`config.mk`:
```
export PLATFORM = sky130hd
export DESIGN_NAME = iterative_multiplier
export DESIGN_NICKNAME = d
export VERILOG_FILES = /design/src/rtl/mul_pkg.sv /design/src/rtl/carry_lookahead_adder.sv /design/src/rtl/iterative_multiplier.sv
export SDC_FILE = /design/constraint.sdc
export NUM_CORES = 1
export LEC_CHECK = 0
export ABC_AREA = 0
export CORE_ASPECT_RATIO = 1.2
export CORE_MARGIN = 10
export CORE_UTILIZATION = 41
export DETAILED_ROUTE_END_ITERATION = 10
export GPL_ROUTABILITY_DRIVEN = 0
export RECOVER_POWER = 100
export SLEW_MARGIN = 20
export SYNTH_ARGS = -nofsm -noshare
export SYNTH_HDL_FRONTEND = slang
export SYNTH_SLANG_ARGS = --single-unit
```
`constraint.sdc`:
```
create_clock -name clock -period 8.1 [get_ports clock]
set_input_delay 2.43 -clock clock [delete_from_list [all_inputs] [get_ports clock]]
set_output_delay 2.43 -clock clock [all_outputs]
set_load 0.005 [all_outputs]
```
`src/rtl/mul_pkg.sv`:
```
// Shared constants, types and helpers for the iterative multiplier.
package mul_pkg;

    localparam int unsigned XLEN      = 32;
    localparam int unsigned TAG_W     = 5;
    localparam int unsigned MUL_STEPS = 32;
    localparam int unsigned CNT_W     = $clog2(MUL_STEPS);

    typedef enum logic [1:0] {
        MUL    = 2'd0,
        MULH   = 2'd1,
        MULHSU = 2'd2,
        MULHU  = 2'd3
    } mul_op_e;

    typedef enum logic [2:0] {
        IDLE   = 3'd0,
        BUSY   = 3'd1,
        NEG_LO = 3'd2,
        NEG_HI = 3'd3,
        DONE   = 3'd4
    } mul_state_e;

    // Magnitude of a two's-complement operand; 0x80000000 maps to itself (read unsigned).
    function automatic logic [XLEN-1:0] mag(input logic [XLEN-1:0] x, input logic is_neg);
        return is_neg ? (~x + XLEN'(1)) : x;
    endfunction

endpackage

```
`src/rtl/carry_lookahead_adder.sv`:
```
// W-bit adder built from 4-bit carry-lookahead groups with group carries chained.
// Ports: i_a, i_b operands; i_cin carry in; o_sum sum; o_cout carry out.
module carry_lookahead_adder #(
    parameter int unsigned W = 32
) (
    input  logic [W-1:0] i_a,
    input  logic [W-1:0] i_b,
    input  logic         i_cin,
    output logic [W-1:0] o_sum,
    output logic         o_cout
);

    localparam int unsigned GRP  = 4;
    localparam int unsigned NGRP = W / GRP;

    logic [W-1:0]  w_g;
    logic [W-1:0]  w_p;
    logic [NGRP:0] w_cg;
    logic [GRP:0]  w_grp_c [NGRP];

    // Flattened lookahead equations for one 4-bit group: returns {c4,c3,c2,c1,c0}.
    function automatic logic [GRP:0] cla4(input logic [GRP-1:0] g, input logic [GRP-1:0] p,
                                          input logic ci);
        logic [GRP:0] c;
        c[0] = ci;
        c[1] = g[0] | (p[0] & ci);
        c[2] = g[1] | (p[1] & g[0]) | (p[1] & p[0] & ci);
        c[3] = g[2] | (p[2] & g[1]) | (p[2] & p[1] & g[0]) | (p[2] & p[1] & p[0] & ci);
        c[4] = g[3] | (p[3] & g[2]) | (p[3] & p[2] & g[1]) | (p[3] & p[2] & p[1] & g[0])
             | (p[3] & p[2] & p[1] & p[0] & ci);
        return c;
    endfunction

    assign w_g     = i_a & i_b;
    assign w_p     = i_a ^ i_b;
    assign w_cg[0] = i_cin;

    for (genvar gi = 0; gi < NGRP; gi++) begin : g_grp
        assign w_grp_c[gi]           = cla4(w_g[gi*GRP +: GRP], w_p[gi*GRP +: GRP], w_cg[gi]);
        assign w_cg[gi+1]            = w_grp_c[gi][GRP];
        assign o_sum[gi*GRP +: GRP]  = w_p[gi*GRP +: GRP] ^ w_grp_c[gi][GRP-1:0];
    end

    assign o_cout = w_cg[NGRP];

endmodule

```
`src/rtl/iterative_multiplier.sv`:
```
// Multi-cycle 32x32->64 shift-add multiplier for MUL/MULH/MULHSU/MULHU.
// One partial-product add per cycle through a shared 32-bit CLA, then an optional
// two-cycle negate of the 64-bit product when the signed result is negative.
// Ports:
//   clock, reset           rising-edge clock, async active-high reset
//   in_valid/in_ready      request handshake; in_op, in_a, in_b, in_tag request payload
//   kill                   synchronous abort of any in-flight or pending op
//   out_valid/out_ready    result handshake; out_result, out_tag registered result
module iterative_multiplier
    import mul_pkg::*;
(
    input  logic             clock,
    input  logic             reset,
    input  logic             in_valid,
    output logic             in_ready,
    input  logic [1:0]       in_op,
    input  logic [XLEN-1:0]  in_a,
    input  logic [XLEN-1:0]  in_b,
    input  logic [TAG_W-1:0] in_tag,
    input  logic             kill,
    output logic             out_valid,
    input  logic             out_ready,
    output logic [XLEN-1:0]  out_result,
    output logic [TAG_W-1:0] out_tag
);

    mul_state_e       r_state, w_state_nxt;
    mul_op_e          r_op, w_op_nxt;
    logic [TAG_W-1:0] r_tag, w_tag_nxt;
    logic             r_neg, w_neg_nxt;
    logic [XLEN-1:0]  r_mcand, w_mcand_nxt;
    logic [XLEN-1:0]  r_acc_hi, w_acc_hi_nxt;
    logic [XLEN-1:0]  r_lo, w_lo_nxt;
    logic [CNT_W-1:0] r_cnt, w_cnt_nxt;
    logic             r_carry, w_carry_nxt;
    logic             r_in_ready, w_in_ready_nxt;
    logic             r_out_valid, w_out_valid_nxt;
    logic [XLEN-1:0]  r_out_result, w_out_result_nxt;
    logic [TAG_W-1:0] r_out_tag, w_out_tag_nxt;

    logic [XLEN-1:0]  w_add_a, w_add_b, w_add_sum;
    logic             w_add_cin, w_add_cout;

    mul_op_e          w_op_in;
    logic             w_a_neg, w_b_neg;
    logic             w_step_c;
    logic [XLEN-1:0]  w_step_s;
    logic [XLEN-1:0]  w_hi_step, w_lo_step;

    // Request decode: sign handling of each operand.
    assign w_op_in = mul_op_e'(in_op);
    assign w_a_neg = ((w_op_in == MULH) || (w_op_in == MULHSU)) && in_a[XLEN-1];
    assign w_b_neg = (w_op_in == MULH) && in_b[XLEN-1];

    // One shift-add step: add the multiplicand only when the current multiplier bit is set.
    assign {w_step_c, w_step_s} = r_lo[0] ? {w_add_cout, w_add_sum} : {1'b0, r_acc_hi};
    assign w_hi_step = {w_step_c, w_step_s[XLEN-1:1]};
    assign w_lo_step = {w_step_s[0], r_lo[XLEN-1:1]};

    // Adder operand mux, selected by state.
    always_comb begin
        w_add_a   = r_acc_hi;
        w_add_b   = r_mcand;
        w_add_cin = 1'b0;
        case (r_state)
            NEG_LO: begin
                w_add_a   = ~r_lo;
                w_add_b   = '0;
                w_add_cin = 1'b1;
            end
            NEG_HI: begin
                w_add_a   = ~r_acc_hi;
                w_add_b   = '0;
                w_add_cin = r_carry;
            end
            default: ;
        endcase
    end

    carry_lookahead_adder #(
        .W (XLEN)
    ) u_cla (
        .i_a    (w_add_a),
        .i_b    (w_add_b),
        .i_cin  (w_add_cin),
        .o_sum  (w_add_sum),
        .o_cout (w_add_cout)
    );

    // Next-state and datapath/output next values.
    always_comb begin
        w_state_nxt      = r_state;
        w_op_nxt         = r_op;
        w_tag_nxt        = r_tag;
        w_neg_nxt        = r_neg;
        w_mcand_nxt      = r_mcand;
        w_acc_hi_nxt     = r_acc_hi;
        w_lo_nxt         = r_lo;
        w_cnt_nxt        = r_cnt;
        w_carry_nxt      = r_carry;
        w_out_valid_nxt  = r_out_valid;
        w_out_result_nxt = r_out_result;
        w_out_tag_nxt    = r_out_tag;

        case (r_state)
            IDLE: begin
                if (in_valid) begin
                    w_op_nxt     = w_op_in;
                    w_tag_nxt    = in_tag;
                    w_neg_nxt    = w_a_neg ^ w_b_neg;
                    w_mcand_nxt  = mag(in_a, w_a_neg);
                    w_acc_hi_nxt = '0;
                    w_lo_nxt     = mag(in_b, w_b_neg);
                    w_cnt_nxt    = '0;
                    w_state_nxt  = BUSY;
                end
            end
            BUSY: begin
                w_acc_hi_nxt = w_hi_step;
                w_lo_nxt     = w_lo_step;
                w_cnt_nxt    = CNT_W'(r_cnt + CNT_W'(1));
                if (r_cnt == CNT_W'(MUL_STEPS - 1)) begin
                    if (r_neg) begin
                        w_state_nxt = NEG_LO;
                    end else begin
                        w_state_nxt      = DONE;
                        w_out_valid_nxt  = 1'b1;
                        w_out_result_nxt = (r_op == MUL) ? w_lo_step : w_hi_step;
                        w_out_tag_nxt    = r_tag;
                    end
                end
            end
            NEG_LO: begin
                w_lo_nxt    = w_add_sum;
                w_carry_nxt = w_add_cout;
                w_state_nxt = NEG_HI;
            end
            NEG_HI: begin
                w_acc_hi_nxt     = w_add_sum;
                w_state_nxt      = DONE;
                w_out_valid_nxt  = 1'b1;
                w_out_result_nxt = (r_op == MUL) ? r_lo : w_add_sum;
                w_out_tag_nxt    = r_tag;
            end
            DONE: begin
                if (out_ready) begin
                    w_state_nxt     = IDLE;
                    w_out_valid_nxt = 1'b0;
                end
            end
            default: begin
                w_state_nxt     = IDLE;
                w_out_valid_nxt = 1'b0;
            end
        endcase

        // Flush wins over any accept or result handshake in the same cycle.
        if (kill) begin
            w_state_nxt     = IDLE;
            w_out_valid_nxt = 1'b0;
        end

        w_in_ready_nxt = (w_state_nxt == IDLE);
    end

    // State and datapath registers.
    always_ff @(posedge clock or posedge reset) begin
        if (reset) begin
            r_state      <= IDLE;
            r_op         <= MUL;
            r_tag        <= '0;
            r_neg        <= 1'b0;
            r_mcand      <= '0;
            r_acc_hi     <= '0;
            r_lo         <= '0;
            r_cnt        <= '0;
            r_carry      <= 1'b0;
            r_in_ready   <= 1'b1;
            r_out_valid  <= 1'b0;
            r_out_result <= '0;
            r_out_tag    <= '0;
        end else begin
            r_state      <= w_state_nxt;
            r_op         <= w_op_nxt;
            r_tag        <= w_tag_nxt;
            r_neg        <= w_neg_nxt;
            r_mcand      <= w_mcand_nxt;
            r_acc_hi     <= w_acc_hi_nxt;
            r_lo         <= w_lo_nxt;
            r_cnt        <= w_cnt_nxt;
            r_carry      <= w_carry_nxt;
            r_in_ready   <= w_in_ready_nxt;
            r_out_valid  <= w_out_valid_nxt;
            r_out_result <= w_out_result_nxt;
            r_out_tag    <= w_out_tag_nxt;
        end
    end

    assign in_ready   = r_in_ready;
    assign out_valid  = r_out_valid;
    assign out_result = r_out_result;
    assign out_tag    = r_out_tag;

endmodule

```
After elaboration in Yosys (flattened, before gate mapping) --
Index checks and enable logic that the tools add are counted.
Word-level totals: word-level logic and storage cells 302, input port bits 76, flip-flop bits (word level) 152, output and inout bits 39
Operators by class: bitwise logic cells 223, multiplexer cells 31, add/subtract/negate cells 3, reduce and logical (&&, ||, !) cells 18, equality and inequality tests 14
Operator list (number):
- $mux 32 | 9
- $pmux 32 s3 | 2
- $and 1x1->1 | 128
- $not 32->32 | 4
- $pmux 32 s2 | 2
- $or 1x1->1 | 80
- $add 32x1->32 const B | 2
- $mux 33 | 1
- $and 32x32->32 | 1
- $xor 32x32->32 | 1
- $xor 4x4->4 | 8
- $pmux 5 s2 | 2
- $mux 3 | 5
- $mux 5 | 3
- $pmux 3 s5 | 1
- $ne 3x3->1 const B | 3
- $reduce_and 2->1 | 4
- $eq 3x2->1 const B | 2
- $logic_not 3->1 | 2
- $ne 2x2->1 const B | 3
- $reduce_bool 3->1 | 2
- $add 5x1->5 const B | 1
- $eq 5x5->1 const B | 1
- $mux 1 | 4
- 15 further kinds | 18

Logic depth before layout (Yosys ltp) --
depth in word-level cells 29, gate-level depth with buffers 23, mapped depth without buffers 19

Modules after synthesis --
From an unflattened synthesis, not the netlist that was laid out.
Second synthesis, totals: cells, all modules 1370, area, all modules 11589.9 µm²
Modules (own cells, without submodules):
- iterative_multiplier | instances 1, seq. area each 3804.9 µm², cells each 1213, area an instance 10184.8 µm²
- carry_lookahead_adder | instances 1, seq. area each 0.0 µm², cells each 157, area an instance 1405.1 µm²

Worst setup path before layout --
OpenSTA, ideal clock, no wires.
kind register to register, start register r_lo[0], end register r_out_result[19], in the netlist out_result[19], data required time 7.981 ns, clock period less this slack 4.661 ns, data arrival time 4.542 ns, stages on the path, launching flop included 23, setup time 0.119 ns, path buffers 3, slack 3.439 ns, path through dfrtp_1 > clkbuf_1 > clkbuf_1 > buf_1 > nor2_1 > o21ai_0 > o31ai_1 > ha_1 > a21o_1 > a41o_2 > a31o_4 > a311oi_1 > o31a_1 > nor2b_1 > o21ai_0 > nand2b_1 > fa_1 > mux2_2 > a21oi_1 > a21oi_1 > o21ai_0 > o211ai_1 > o21a_1
Between the ends: word-level cells in the longest chain between the ends 20, elaborated cells between the ends (all ways) 27, those cells by class mux: 7; bitwise: 20
RTL lines:
- from (decl) | line iterative_multiplier.sv:33 | logic [XLEN-1:0] r_lo, w_lo_nxt;
- from (signal assigned) | line iterative_multiplier.sv:189 | r_lo <= w_lo_nxt;
- $not 32->32 | line iterative_multiplier.sv:67 | w_add_a = ~r_lo;
- $pmux 32 s2 | line iterative_multiplier.sv:65 | case (r_state)
- $and 32x32->32 / $xor 32x32->32 (equally long branches) | line carry_lookahead_adder.sv:34, carry_lookahead_adder.sv:35
- $and 1x1->1 (on tied branches) | line carry_lookahead_adder.sv:29, carry_lookahead_adder.sv:30
- $or 1x1->1 / $and 1x1->1 (equally long branches) | line carry_lookahead_adder.sv:29, carry_lookahead_adder.sv:30
- $or 1x1->1 | line carry_lookahead_adder.sv:30 | | (p[3] & p[2] & p[1] & p[0] & ci);
- $and 1x1->1 | line carry_lookahead_adder.sv:30
- $or 1x1->1 | line carry_lookahead_adder.sv:30
- (+4 left out)
- $and 1x1->1 | line carry_lookahead_adder.sv:30
- $or 1x1->1 | line carry_lookahead_adder.sv:30
- $xor 4x4->4 | line carry_lookahead_adder.sv:41 | assign o_sum[gi*GRP +: GRP] = w_p[gi*GRP +: GRP] ^ w_grp_c[gi][GRP-1:0];
- $mux 33 | line iterative_multiplier.sv:56 | assign {w_step_c, w_step_s} = r_lo[0] ? {w_add_cout, w_add_sum} : {1'b0, r_acc_hi};
- $mux 32 | line iterative_multiplier.sv:128 | w_out_result_nxt = (r_op == MUL) ? w_lo_step : w_hi_step;
- $mux 32 | line iterative_multiplier.sv:123 | if (r_neg) begin
- $mux 32 | line iterative_multiplier.sv:122 | if (r_cnt == CNT_W'(MUL_STEPS - 1)) begin
- $pmux 32 s2 * | line iterative_multiplier.sv:105 | case (r_state)
- to (signal assigned) | line iterative_multiplier.sv:194 | r_out_result <= w_out_result_nxt;
- to (decl) | line iterative_multiplier.sv:38 | logic [XLEN-1:0] r_out_result, w_out_result_nxt;
Mark *: on every way between the ends. The rest lies on a longest branch, timed or not. The select of a mux whose other input is x is not followed. A chain may end at the register's enable or synchronous reset.

Worst setup path after layout --
start register r_state[1], end register r_out_result[9], in the netlist out_result[9]
Between the ends: word-level cells in the longest chain between the ends 19, elaborated cells between the ends (all ways) 49, those cells by class eq/ne: 5; mux: 9; bitwise: 32; reduce/logical: 3
RTL lines:
- from (decl) | line iterative_multiplier.sv:27 | mul_state_e r_state, w_state_nxt;
- from (signal assigned) | line iterative_multiplier.sv:183 | r_state <= w_state_nxt;
- $eq 3x2->1 (on tied branches) | line iterative_multiplier.sv:65, iterative_multiplier.sv:105
- $reduce_or 2->1 (no source line)
- $mux 32 | line iterative_multiplier.sv:65
- $xor 32x32->32 / $and 32x32->32 (equally long branches) | line carry_lookahead_adder.sv:35, carry_lookahead_adder.sv:34
- $and 1x1->1 (on tied branches) | line carry_lookahead_adder.sv:29, carry_lookahead_adder.sv:30
- $or 1x1->1, or another cell as far along (2 in a row) | line carry_lookahead_adder.sv:29 | c[4] = g[3] | (p[3] & g[2]) | (p[3] & p[2] & g[1]) | (p[3] & p[2] & p[1] & g[0])
- $or 1x1->1 / $and 1x1->1 (equally long branches) | line carry_lookahead_adder.sv:29, carry_lookahead_adder.sv:30
- $or 1x1->1 | line carry_lookahead_adder.sv:30
- (+2 left out)
- $and 1x1->1 | line carry_lookahead_adder.sv:27 | c[2] = g[1] | (p[1] & g[0]) | (p[1] & p[0] & ci);
- $or 1x1->1 | line carry_lookahead_adder.sv:27
- $xor 4x4->4 | line carry_lookahead_adder.sv:41
- $mux 33 | line iterative_multiplier.sv:56
- $mux 32 | line iterative_multiplier.sv:128
- $mux 32 | line iterative_multiplier.sv:123
- $mux 32 | line iterative_multiplier.sv:122
- $pmux 32 s2 | line iterative_multiplier.sv:105
Parallel ways exist; a longest one is shown, timed or not. The select of a mux whose other input is x is not followed.

==> results_dict.tcl <==
set metrics [dict create \
    fin_nets 1560 \
    clkLatencyLatePin_ps 440 \
    vdd_drop_max_mv 0.136 \
    drt_wl_total_mm 38.8 \
    grt_antenna_before_repair 0 \
    avgSynthCellArea_sq_um 8.05 \
    slew_viol_final 202 \
    max_slew_margin_pct -179 \
    yosys_most_used_dff "dfrtp_1" \
    dieArea_sq_mm 0.0342 \
    setup_viol 0 \
    regArea_sq_mm 0.00381 \
    cp_slowest_cell "clkbuf_1" \
    grt_start_max_net_pins 92 \
    cts-hold-fix-buffers 0 \
    cts.sinks 152 \
    ant_nets 0 \
    grt_pass1_wl_mm 60.7 \
    drc 0 \
    crit_arrival_ps 6710 \
    hold_viol_final 0 \
    grt_pass1_vias 10565 \
    hold_class "flop to flop" \
    fin_cells 1791 \
    critPathMaxFanout 65 \
    ys_seq_area_share_pct 34.1 \
    period_minus_slack_ps 6370 \
    yosys_register_bits 152 \
    dp_hpwl_mm 28.0 \
    max_freq_ghz 0.157 \
    yosys.area.top_type "dfrtp_1" \
    post_cts.repair.setup_buffers 0 \
    syn_inst 1386 \
    violations "capacitance limit, slew limit" \
    crit_top_cell "clkbuf_1" \
    clk_path_buf_depth 2 \
    finClkSkew_ps 12.8 \
    start_util_pct 41.3 \
    die_w_microns 171 \
    end_kind "flop" \
    syn-cell-area_sq_mm 0.0112 \
    timing.setup.tns_ps 0 \
    dr.first_iter.drc_count 1180 \
    crit_chain "clkbuf_1 > clkinv_1 > nor2_1 > clkbuf_1 > a221o_1 > o21ai_0 > o31ai_1" \
    synth_top_area_share_pct 33.9 \
    synth.area.top_cells "dfrtp_1 34%, o21ai_0 6.8%, nand2_1 6.2%" \
    cp_top_family "buffers and inverters" \
    multi_input_area_sq_mm 0.00685 \
    n_antenna_cell 0 \
    vias 10983 \
    first_pass_iters 5 \
    cts_made_buffers 17 \
    vias_per_cell 6.13 \
    yosysWarnings 0 \
    drive_above_1_share_pct 4.34 \
    tightest_slew_ps 4180 \
    path_clk_slew_ps 60 \
    wire_per_inst_microns 21.7 \
    r2r_slack_ps 1730 \
    max_stage_delay_ps 2130 \
    io_buffers 114 \
    async_flop_share_pct 100 \
    run_status "finished, violations left" \
    critPathKind "flop to flop" \
    required_ps 8440 \
    rows 66 \
    cap_violations 3 \
    leakagePower_nw 5.53 \
    powerDensity_mw_per_mm2 254 \
    io_pins 115 \
    critical_path_buf_inv_count 3 \
    grt_setup_unrepaired "false" \
    core-area_sq_mm 0.0270 \
    die-height_microns 201 \
    cts_tree "done" \
    finalPower_mw 3.32 \
    nFillCells 2648 \
    cts_max_level 4 \
    grt_usage_pct 22.4 \
    ctsResizeCount 0 \
    placed_cells_incl_taps 1760 \
    cp-start-kind "flop" \
    synthToLayoutAreaGrowth_pct 17.2 \
    syn-num-nets 1507 \
    fin_crit_sh_pct 78.6 \
    overflow 0 \
    finish.utilization_pct 48.4 \
    cts-root-buf "clkbuf_16" \
    synth_edf_count 0 \
    ys_types 69 \
]
## worst reg2reg max path: cells and delay by family, from the launching register on
kind                   cells  cell delay, ps
buffers and inverters      3            4330
AND/OR/NAND/NOR            1            1080
AO/OA/AOI/OAI              3             490
flip-flops                 1             380
## worst paths after layout
check / from / end / cells past startpoint
max in group asynchronous: reset / r_state[1] / 3
min in group asynchronous: reset / out_tag[4] / 2
max reg2reg: r_state[1] / out_result[9] / 7
min: r_tag[3] / out_tag[3] / 2
min reg2reg: r_tag[3] / out_tag[3] / 2
max: r_state[1] / out_result[9] / 7
## synth_stat cells (all sizes together) (13+ instances only)
| cell type | n |
|---|---|
| xnor2 | 39 |
| a221oi | 31 |
| inv | 21 |
| ha | 37 |
| clkbuf | 89 |
| xor2 | 43 |
| o311ai | 29 |
| nor3 | 15 |
| nand3b | 29 |
| nor2 | 149 |
| and2 | 38 |
| a21oi | 113 |
| mux2i | 21 |
| nand3 | 28 |
| nand2 | 185 |
| dfrtp | 151 |
| o31ai | 19 |
| a22oi | 13 |
| o21ai | 153 |
## per-layer routing
metal / GRT usage (%) / part of all wire (%) / vias up
met5: 0 / 0 / -
met4: 7.59 / 2.7 / 0
met3: 5.15 / 9.5 / 75
met2: 34.7 / 45 / 522
met1: 29.9 / 43 / 5261
li1: - / - / 5125
## layout by cell type, fill, tap and decap left out, drive strengths merged, types with 9 or more instances in the layout
cell type,netlist,layout
a21oi,113,113
a221oi,31,31
a22o,10,10
a22oi,13,13
a31oi,11,11
and2,38,38
buf,12,16
clkbuf,89,24
clkdlybuf4s50,0,71
dfrtp,151,151
dlygate4sd3,0,43
ha,37,37
inv,21,21
mux2i,21,21
nand2,185,185
nand2b,10,10
nand3,28,28
nand3b,29,29
nand4,10,10
nor2,149,149
nor2b,12,12
nor3,15,15
nor4,9,9
o21ai,153,153
o311ai,29,29
o31ai,19,19
xnor2,39,39
xor2,43,43
## stage by stage
stage | area, sq um | setup WS (ps) | hold slack, ps
floorplan | 11200 | 1580 | 439
global placement | 12500 | 2710 | 449
detailed placement | 12500 | 2640 | 452
CTS | 13200 | 2930 | 466
global route | 13100 | 1360 | 490
finish | 13100 | 1730 | 464
## sequential cells by signal, indices dropped and copies added (netlist names), 2 cells and up
name,count
r_tag,5
r_state,3
out_tag,5
out_result,32
r_lo,32
r_mcand,32
r_acc_hi,32
r_cnt,5
r_op,2
## logic make-up (layout without fill, tap and decap cells)
kind of cell | count (synthesis) | after routing | share of synthesized area (%)
buf+inv | 123 | 188 | 4.24
flops | 152 | 152 | 34.1
fa+ha+maj | 45 | 45 | 5.58
xor+xnor | 82 | 82 | 6.44
simple gates | 512 | 512 | 21.6
mux | 25 | 25 | 2.29
compound gates | 447 | 447 | 25.7
## final cells by class
cell class | instances | share of cell area, %
Clock buffer | 19 | 3.31
Clock inverter | 12 | 1.53
Inverter | 22 | 0.641
Multi-Input combinational cell | 1111 | 52.4
Sequential cell | 152 | 29.1
Tap cell | 340 | 3.25
Timing Repair Buffer | 135 | 9.78
## power by group
group / total (mW) / internal (mW) / switching, mW
clock: 0.885 / 0.545 / 0.340
sequential: 1.04 / 0.888 / 0.154
combinational: 1.40 / 0.539 / 0.856
No activity file was read; power rests on OpenSTA's default activity.
